$ cat src/rtl/fetch_stage.sv
// Instruction-fetch stage with IF/ID pipeline register and run-control FSM.
// Drives a synchronous-read BRAM from pc_next so imem_rdata lines up with pcF.
module fetch_stage #(
    parameter int          IMEM_AW  = 15,
    parameter logic [31:0] RESET_PC = 32'h0000_0000
) (
    input  logic               clk,
    input  logic               rst,
    input  logic               start,
    input  logic               halt,
    input  logic               stallF,
    input  logic               stallD,
    input  logic               flushD,
    input  logic               pc_srcE,
    input  logic [31:0]        pc_targetE,
    output logic               imem_en,
    output logic [IMEM_AW-1:0] imem_addr,
    input  logic [31:0]        imem_rdata,
    output logic [31:0]        instrD,
    output logic [31:0]        pcD,
    output logic [31:0]        pc_plus4D,
    output logic               validD,
    output logic               halted,
    output logic [31:0]        fetch_count
);
    localparam logic [31:0] NOP = 32'h0000_0013;

    typedef enum logic [1:0] {S_IDLE, S_RUN, S_HALTED} state_e;

    state_e      state_q;
    logic        halted_q;
    logic [31:0] pcF_q, pcF_d;
    logic [31:0] instr_q, pcD_q, pc_plus4_q, count_q;
    logic        valid_q;
    logic        run;
    logic        bubble;

    assign run = (state_q == S_RUN);

    always_ff @(posedge clk or posedge rst) begin
        if (rst) begin
            state_q  <= S_IDLE;
            halted_q <= 1'b0;
        end else begin
            case (state_q)
                S_IDLE: begin
                    if (halt) begin
                        state_q  <= S_HALTED;
                        halted_q <= 1'b1;
                    end else if (start) begin
                        state_q <= S_RUN;
                    end
                end
                S_RUN: begin
                    if (halt) begin
                        state_q  <= S_HALTED;
                        halted_q <= 1'b1;
                    end
                end
                default: begin
                    state_q  <= S_HALTED;
                    halted_q <= 1'b1;
                end
            endcase
        end
    end

    // Redirect beats stall; the target is forced word-aligned.
    always_comb begin
        pcF_d = pcF_q;
        if (run) begin
            if (pc_srcE)      pcF_d = pc_targetE & ~32'h3;
            else if (!stallF) pcF_d = pcF_q + 32'd4;
        end
    end

    always_ff @(posedge clk or posedge rst) begin
        if (rst) pcF_q <= RESET_PC;
        else     pcF_q <= pcF_d;
    end

    // A stalled PC re-reads the same word, so the BRAM output stays stable.
    assign imem_en   = !halt && (run || (state_q == S_IDLE && start));
    assign imem_addr = pcF_d[IMEM_AW+1:2];

    assign bubble = flushD || !run || halt;

    always_ff @(posedge clk or posedge rst) begin
        if (rst) begin
            instr_q    <= NOP;
            pcD_q      <= 32'd0;
            pc_plus4_q <= 32'd4;
            valid_q    <= 1'b0;
            count_q    <= 32'd0;
        end else if (bubble) begin
            instr_q <= NOP;
            valid_q <= 1'b0;
        end else if (!stallD) begin
            instr_q    <= imem_rdata;
            pcD_q      <= pcF_q;
            pc_plus4_q <= pcF_q + 32'd4;
            valid_q    <= 1'b1;
            count_q    <= count_q + 32'd1;
        end
    end

    assign instrD      = instr_q;
    assign pcD         = pcD_q;
    assign pc_plus4D   = pc_plus4_q;
    assign validD      = valid_q;
    assign halted      = halted_q;
    assign fetch_count = count_q;
endmodule

$ cat config.mk
export PLATFORM = sky130hd
export DESIGN_NAME = fetch_stage
export DESIGN_NICKNAME = d
export VERILOG_FILES = /design/src/rtl/fetch_stage.sv
export SDC_FILE = /design/constraint.sdc
export NUM_CORES = 1
export LEC_CHECK = 0
export ABC_AREA = 1
export ABC_CLOCK_PERIOD_IN_PS = 5250
export CAP_MARGIN = 20
export CELL_PAD_IN_SITES_DETAIL_PLACEMENT = 0
export CELL_PAD_IN_SITES_GLOBAL_PLACEMENT = 1
export CORE_MARGIN = 8
export CORE_UTILIZATION = 32
export DETAILED_ROUTE_END_ITERATION = 8
export PLACE_DENSITY_LB_ADDON = 0.1
export SYNTH_ARGS = -nofsm -noshare
export SYNTH_HDL_FRONTEND = slang
export SYNTH_SLANG_ARGS = --single-unit
export TNS_END_PERCENT = 50
$ cat constraint.sdc
create_clock -name clk -period 5.25 [get_ports clk]
set_input_delay 1.05 -clock clk [delete_from_list [all_inputs] [get_ports clk]]
set_output_delay 1.05 -clock clk [all_outputs]
set_load 0.1 [all_outputs]
# After elaboration in Yosys (flattened, before gate mapping)
# Cells that the tools add are included.
# word_totals
ff_bits	164
inputBits	72
output_inout_bits	146
wordCells	44
# classes
n_addsub	2
eq_ne	6
mux	13
bitwise_logic	2
n_reduce_logical	12
# ops
cell	count
32-bit 2-to-1 mux	4
32-bit by 1-bit adder with 32-bit output (second input constant)	1
32-bit by 3-bit adder with 32-bit output (second input constant)	1
17-bit 2-to-1 mux	1
2-bit 2-to-1 mux	3
2-bit by 1-bit inequality test with 1-bit output (second input constant)	3
2-bit AND reduction	3
1-bit 2-to-1 mux	4
2-bit case mux with 2 select lines	1
1-bit logical OR	3
3-bit inequality test (second input constant)	1
2-bit by 1-bit == test with 1-bit output (second input constant)	1
1-bit logical AND	2
1-bit zero test	2
2-bit zero test	1
2-bit inequality test (second input constant)	1
1-bit inverter	2
2-bit OR reduction	1

# Logic depth before layout (Yosys ltp)
# depth
ltp_word	6
mapped_depth	11
mapped_depth_nobuf	11

# Least setup slack after synthesis
# No wires, ideal clock.
# synth_timing
path_kind	input-to-output
start	input pc_srcE
end	output imem_addr[7]
t_arrival_ns	3.315
required_time_ns	4.200
path_slack_ns	0.885
stages	8
n_path_buf	2
path_cell_list	buf_4 inv_1 nand2_1 nand2_2 inv_2 buf_2 nor2_1 a21oi_1
# synth_between
elab_chain_len	2
# synth_lines
element	line_no	text
from (decl)	14	input logic pc_srcE,
32-bit 2-to-1 mux	72	if (pc_srcE) pcF_d = pc_targetE & ~32'h3;
17-bit 2-to-1 mux	71	if (run) begin
to (decl)	17	output logic [IMEM_AW-1:0] imem_addr,
# No other way between the ends.

# Worst setup path in the final report
# layout_timing
start	input pc_srcE
end	output imem_addr[0]
# Same word-level chain as after synthesis.

==> results.cfg <==
[outcome]
status = finished clean

[routing]
wl_per_cell_um = 16.7
drt_iter0_drc = 375
detail-route-antenna-nets = 0
vias_per_cell = 4.56
firstDrtPassIters = 5
vias = 6676
routed_wl_mm = 24.5
route.detailed.drc = 0

[timing]
setup_tns_ps = 0
slew_headroom_pct = 28.6
finalHoldViolCount = 0
max_freq_mhz = 243
hold_ws_ps = 476
tightest_slew_ps = 1070
grt_setup_unrepaired = no
skew_ps = 12.3
setup_ws_ps = 1130
timing.final.max_slew_violations = 0
finalCriticalPeriod_ps = 4120
setup_viol = 0
fin_crit_sh_pct = 78.5

[floorplanning]
die_y_um = 171
die_area_um2 = 29300
rows = 56
die-width_um = 171
initial_utilization_pct = 32.7
core_area_um2 = 23500
io_pins = 218

[critical_path]
crit_slowest_cell = clkdlybuf4s50_1
crit_path_max_incr_delay_ps = 560
crit_type = in2out
path_buf_inv = 4
crit_required_ps = 4200
critPathLaunchType = input port
crit_family = buffers and inverters
crit_fanout = 27
crit_path_end_kind = primary output
worstPathArrival_ps = 3070
worstPathCellList = clkdlybuf4s50_1 -> inv_1 -> nand2_1 -> nand2_2 -> inv_2 -> o22ai_1 -> a21oi_1 -> buf_12

[clocking]
clockBufferDepth = 2
post-cts-setup-buffers = 0
clk_latency_ps = 430
cts-resized-gates = 0
ctsHoldBuffers = 0
path_clk_slew_ps = 70
cts_tree = done
cts_buffers = 17
htreeDepth = 4
clock_sink_count = 162
cts_root_buf = clkbuf_16

[layout]
final_cell_mix = 308 x nand2_1, 199 x clkdlybuf4s50_1, 158 x dfrtp_1, 105 x nor2_1, 64 x inv_1
area_delta_synth_final_pct = 41.4
final_common_cell = nand2_1
drive_above_1_share_pct = 8.47
multiInputGateArea_um2 = 3250
nets = 1206
nFillCells = 2378
n_antenna_cell = 0
seqCellArea_um2 = 4060

[pwr]
ir_drop_mv = 0.140
internal-power_mw = 2.00
leakage_nw = 4.90
p_comb_share_pct = 11.1
p_seq_share_pct = 46.6
clkPwrFrac_pct = 42.3
p_switching_mw = 0.782
powerDensity_nw_per_um2 = 256
swShare_pct = 28.1

[flow_run]
maxCapViolCount = 0

[synthesis]
synth_compound_area_share_pct = 9.19
synth_area_leaders = dfrtp_1 51%, nand2_1 15%, nor2_1 5.2%, a22o_1 3.3%, inv_1 3.2%
synth_cell_types = 38
netlist_instances = 921
syn_area_um2 = 7690
synth-seq-cells = 162
synth.largest_area_cell = dfrtp_1
synth_xor_area_share_pct = 4.54
ys_seq_area_share_pct = 52.8
synth.top_cell.area_share_pct = 51.4
avgSynthCellArea_um2 = 8.35
ys_warn_count = 0
synth-simple-area-share_pct = 28.0
synthMuxAreaShare_pct = 0
synthAdderAreaFrac_pct = 0.325
syn_nets = 995
synth_top_family_by_area = simple AND/OR/NAND/NOR gates

[grt]
grt_overflow = 0
grt_pass1_vias = 6856
grt_pass1_wl_mm = 38.9
grt_max_degree = 163
grt_use_total_pct = 17.1
antenna_found_initial = 1

[placed_design]
dpl.hpwl_mm = 17.8
io_buffers = 215
dp_slack_ps = 1110
globalplace.congestion = 0.815

[min_path]
hp-class = reg2reg
## power groups by stage
stage	clock network [mW]	registers, mW	logic [mW]
after floorplan	0	1.38	0.113
after global placement	0	1.32	0.313
after detailed placement	0	1.32	0.313
after CTS	1.22	1.30	0.314
after global routing	1.26	1.30	0.331
final	1.18	1.30	0.309
## final cells by class
| type | instances | area share, % |
|---|---|---|
| flip-flops and latches | 162 | 37.3 |
| multi-input cells | 661 | 29.8 |
| repair buffers | 223 | 21.8 |
| clock buffers | 19 | 4.07 |
| well taps | 319 | 3.67 |
| inverters | 67 | 2.35 |
| clock inverters | 13 | 0.943 |
## final timing paths
path | from | to | slack (ps) | cells after the start
max in group asynchronous | rst | fetch_count[29] | 3320 | 3
min in group asynchronous | rst | pcD[1] | 1220 | 3
worst min-delay path | pc_plus4D[2] | pc_plus4D[2] | 480 | 2
worst max register to register | state_q[1] | pc_plus4D[15] | 3090 | 6
worst min register to register | pc_plus4D[2] | pc_plus4D[2] | 480 | 2
worst max-delay path | pc_srcE | imem_addr[0] | 1130 | 8
## tightest hold or removal path: stages (launching register included)
cell and delay [ps]:
dfstp_2 370, nand2_1 60, nand2_1 50
## routing by layer
metal	wire length, µm	up-vias	GRT usage (%)	part of all wire [%]
li1	-	3371	-	-
met1	11200	3118	22.3	46
met5	9	-	0	0.037
met3	1560	25	4.52	6.4
met4	368	2	4.76	1.5
met2	11300	160	27.6	46
## cell families after synthesis
| family | Yosys count |
|---|---|
| buffers and inverters | 98 |
| AO/OA/AOI/OAI | 109 |
| flip-flops | 162 |
| AND/OR/NAND/NOR | 511 |
| XOR/XNOR | 39 |
| adder cells (fa/ha/maj) | 2 |
## cells in the mapped netlist (all sizes together)
cell / number
xnor2: 14
ha: 2
o21ai: 24
buf: 20
nor4: 1
a22o: 29
nand3: 44
or2: 3
a22oi: 3
nor2: 124
dfstp: 4
o21a: 4
o22ai: 7
nor3: 12
nand2: 317
xor2: 25
inv: 67
o21bai: 3
nand3b: 5
o22a: 3
a21oi: 35
dfrtp: 158
nand4: 4
clkbuf: 11
o221ai: 1
and2: 1
## flip-flops by register name, indices dropped and copies added, names as in the netlist
| register | count |
|---|---|
| fetch_count | 32 |
| state_q | 2 |
| pcF_q | 32 |
| pc_plus4D | 30 |
| halted | 1 |
| pcD | 32 |
| instrD | 32 |
| validD | 1 |
## per-stage QoR
| step | area, µm² | util, % | instances | power [mW] |
|---|---|---|---|---|
| 3_5_place_dp | 10300 | 43.9 | 1432 | 1.63 |
| 4_1_cts | 10900 | 46.2 | 1464 | 2.83 |
| 5_1_grt | 10900 | 46.2 | 1464 | 2.90 |
| 6_report | 10900 | 46.2 | 1464 | 2.79 |
| 2_1_floorplan | 7700 | - | 921 | 1.50 |
| 3_3_place_gp | 10300 | 43.9 | 1432 | 1.63 |
No activity file was read; power rests on OpenSTA's default activity.
==> RTL change (same flow settings) <==
Add an input register stage for `pc_targetE`, with the module's reset; this delays it by one clock. The other inputs are not delayed to match.
--- a/src/rtl/fetch_stage.sv
+++ b/src/rtl/fetch_stage.sv
@@ -26,6 +26,16 @@
     localparam logic [31:0] NOP = 32'h0000_0013;
 
     typedef enum logic [1:0] {S_IDLE, S_RUN, S_HALTED} state_e;
+
+    logic [31:0] pc_targetE_q;
+
+    always_ff @(posedge clk or posedge rst) begin
+        if (rst) begin
+            pc_targetE_q <= '0;
+        end else begin
+            pc_targetE_q <= pc_targetE;
+        end
+    end
 
     state_e      state_q;
     logic        halted_q;
@@ -69,7 +79,7 @@
     always_comb begin
         pcF_d = pcF_q;
         if (run) begin
-            if (pc_srcE)      pcF_d = pc_targetE & ~32'h3;
+            if (pc_srcE)      pcF_d = pc_targetE_q & ~32'h3;
             else if (!stallF) pcF_d = pcF_q + 32'd4;
         end
     end
Behaviour: not the same (a bounded check fails within 4 cycles, from zero or initial values and one cycle with rst high).
==> RTL change against the unedited design <==
- sequential cell count rose by 30
- count of clock-buffer cells in the layout fell by 2
- setup slack got worse by 0.27 ns
- cell area rose by 8.2%
- sequential power rose by 21%
- power rose by 21%
- via count rose by 4.0%
- core utilization fell by 1.2 points
- routed wire length rose by 8.7%
- synthesized area rose by 11%
- highest routed layer unchanged
==> RTL change: results (changes against the unedited design) <==
| Metric | Value |
|---|---|
| RD Place Congestion | 0.786 (-3.6%) |
| Syn_nets | 1013 (+1.8%) |
| # nets final | 1224 (+1.5%) |
| Internal power | 2.35 mW (+18%) |
| Source of the worst register-to-register timing path | pcF_q[2]$_DFF_PP0_ |
| Max_slew headroom | 27.8% (-0.80 points) |
| Global Route Usage Sum | 16.9% (-0.19 points) |
| Hpwl dp | 19500 um (+9.9%) |
| First-pass GRT wire length | 41700 um (+7.2%) |
| Hold_ws | 0.468 ns (-0.00819 ns) |
| Via density | 4.64 (+1.7%) |
| Run status | finished, final reports clean |
| DP Area | 11200 um^2 (+8.0%) |
| Vias in the first global route | 7111 (+3.7%) |
| Data arrival time of the worst path | 3.34 ns (+0.27 ns) |
| Final wirelength | 26600 um (+8.7%) |
| Max FO, Critical Path | 19 (-30%) |
| Top cells by area, synth | dfrtp_1 (55%), nand2_1 (13%), nor2_1 (4.2%) |
| CP max stage delay | 0.65 ns (+0.09 ns) |
| DR pass1 iterations | 4 (-1) |
| Max VDD drop | 0.188 mV (+34%) |
| Synth unique cells | 44 (+16%) |
| Initial drt markers | 509 (+36%) |
| Register area share after synthesis | 56.5% (+3.7 points) |
| Commonest cells in the netlist | nand2_1 (295), dfrtp_1 (188), nor2_1 (95) |
| Largest net degree at the start of global routing | 174 (+6.7%) |
| Minimum clock period | 4.39 ns (+0.272 ns) |
-- RTL change: cells by family after synthesis --
kind of cell    share of synthesized area, %
compound gates                          9.08
xor+xnor                                4.20
fa+ha+maj                              0.294
buf+inv                                 5.02
flops                                   56.5
simple gates                            24.9
-- RTL change: final cells by class --
type / instances / area [um^2]
fillers: 2587 / 14400
multi-input cells: 645 / 3280
flip-flops and latches: 192 / 4810
well taps: 335 / 419
repair buffers: 224 / 2380
clock buffers: 17 / 425
clock inverters: 15 / 190
inverters: 70 / 267
-- RTL change: layer usage --
layer	global-route usage [%]	wire length, um	up-vias
li1	-	-	3443
met1	24.6	13500	3315
met2	24.2	11100	168
met3	4.57	1730	16
met4	4.72	322	2
met5	0	13	-
-- RTL change: critical path: cells and delay by family --
kind | cells | cell delay (ns)
buf+inv | 4 | 1.34
compound gates | 2 | 0.91
-- RTL change: metrics by stage --
step                      cells  utilization [%]
final                      1498             45.0
after global routing       1498             45.0
after CTS                  1498             45.0
after detailed placement   1466             42.7
after global placement     1466             42.7
after floorplan             939                -
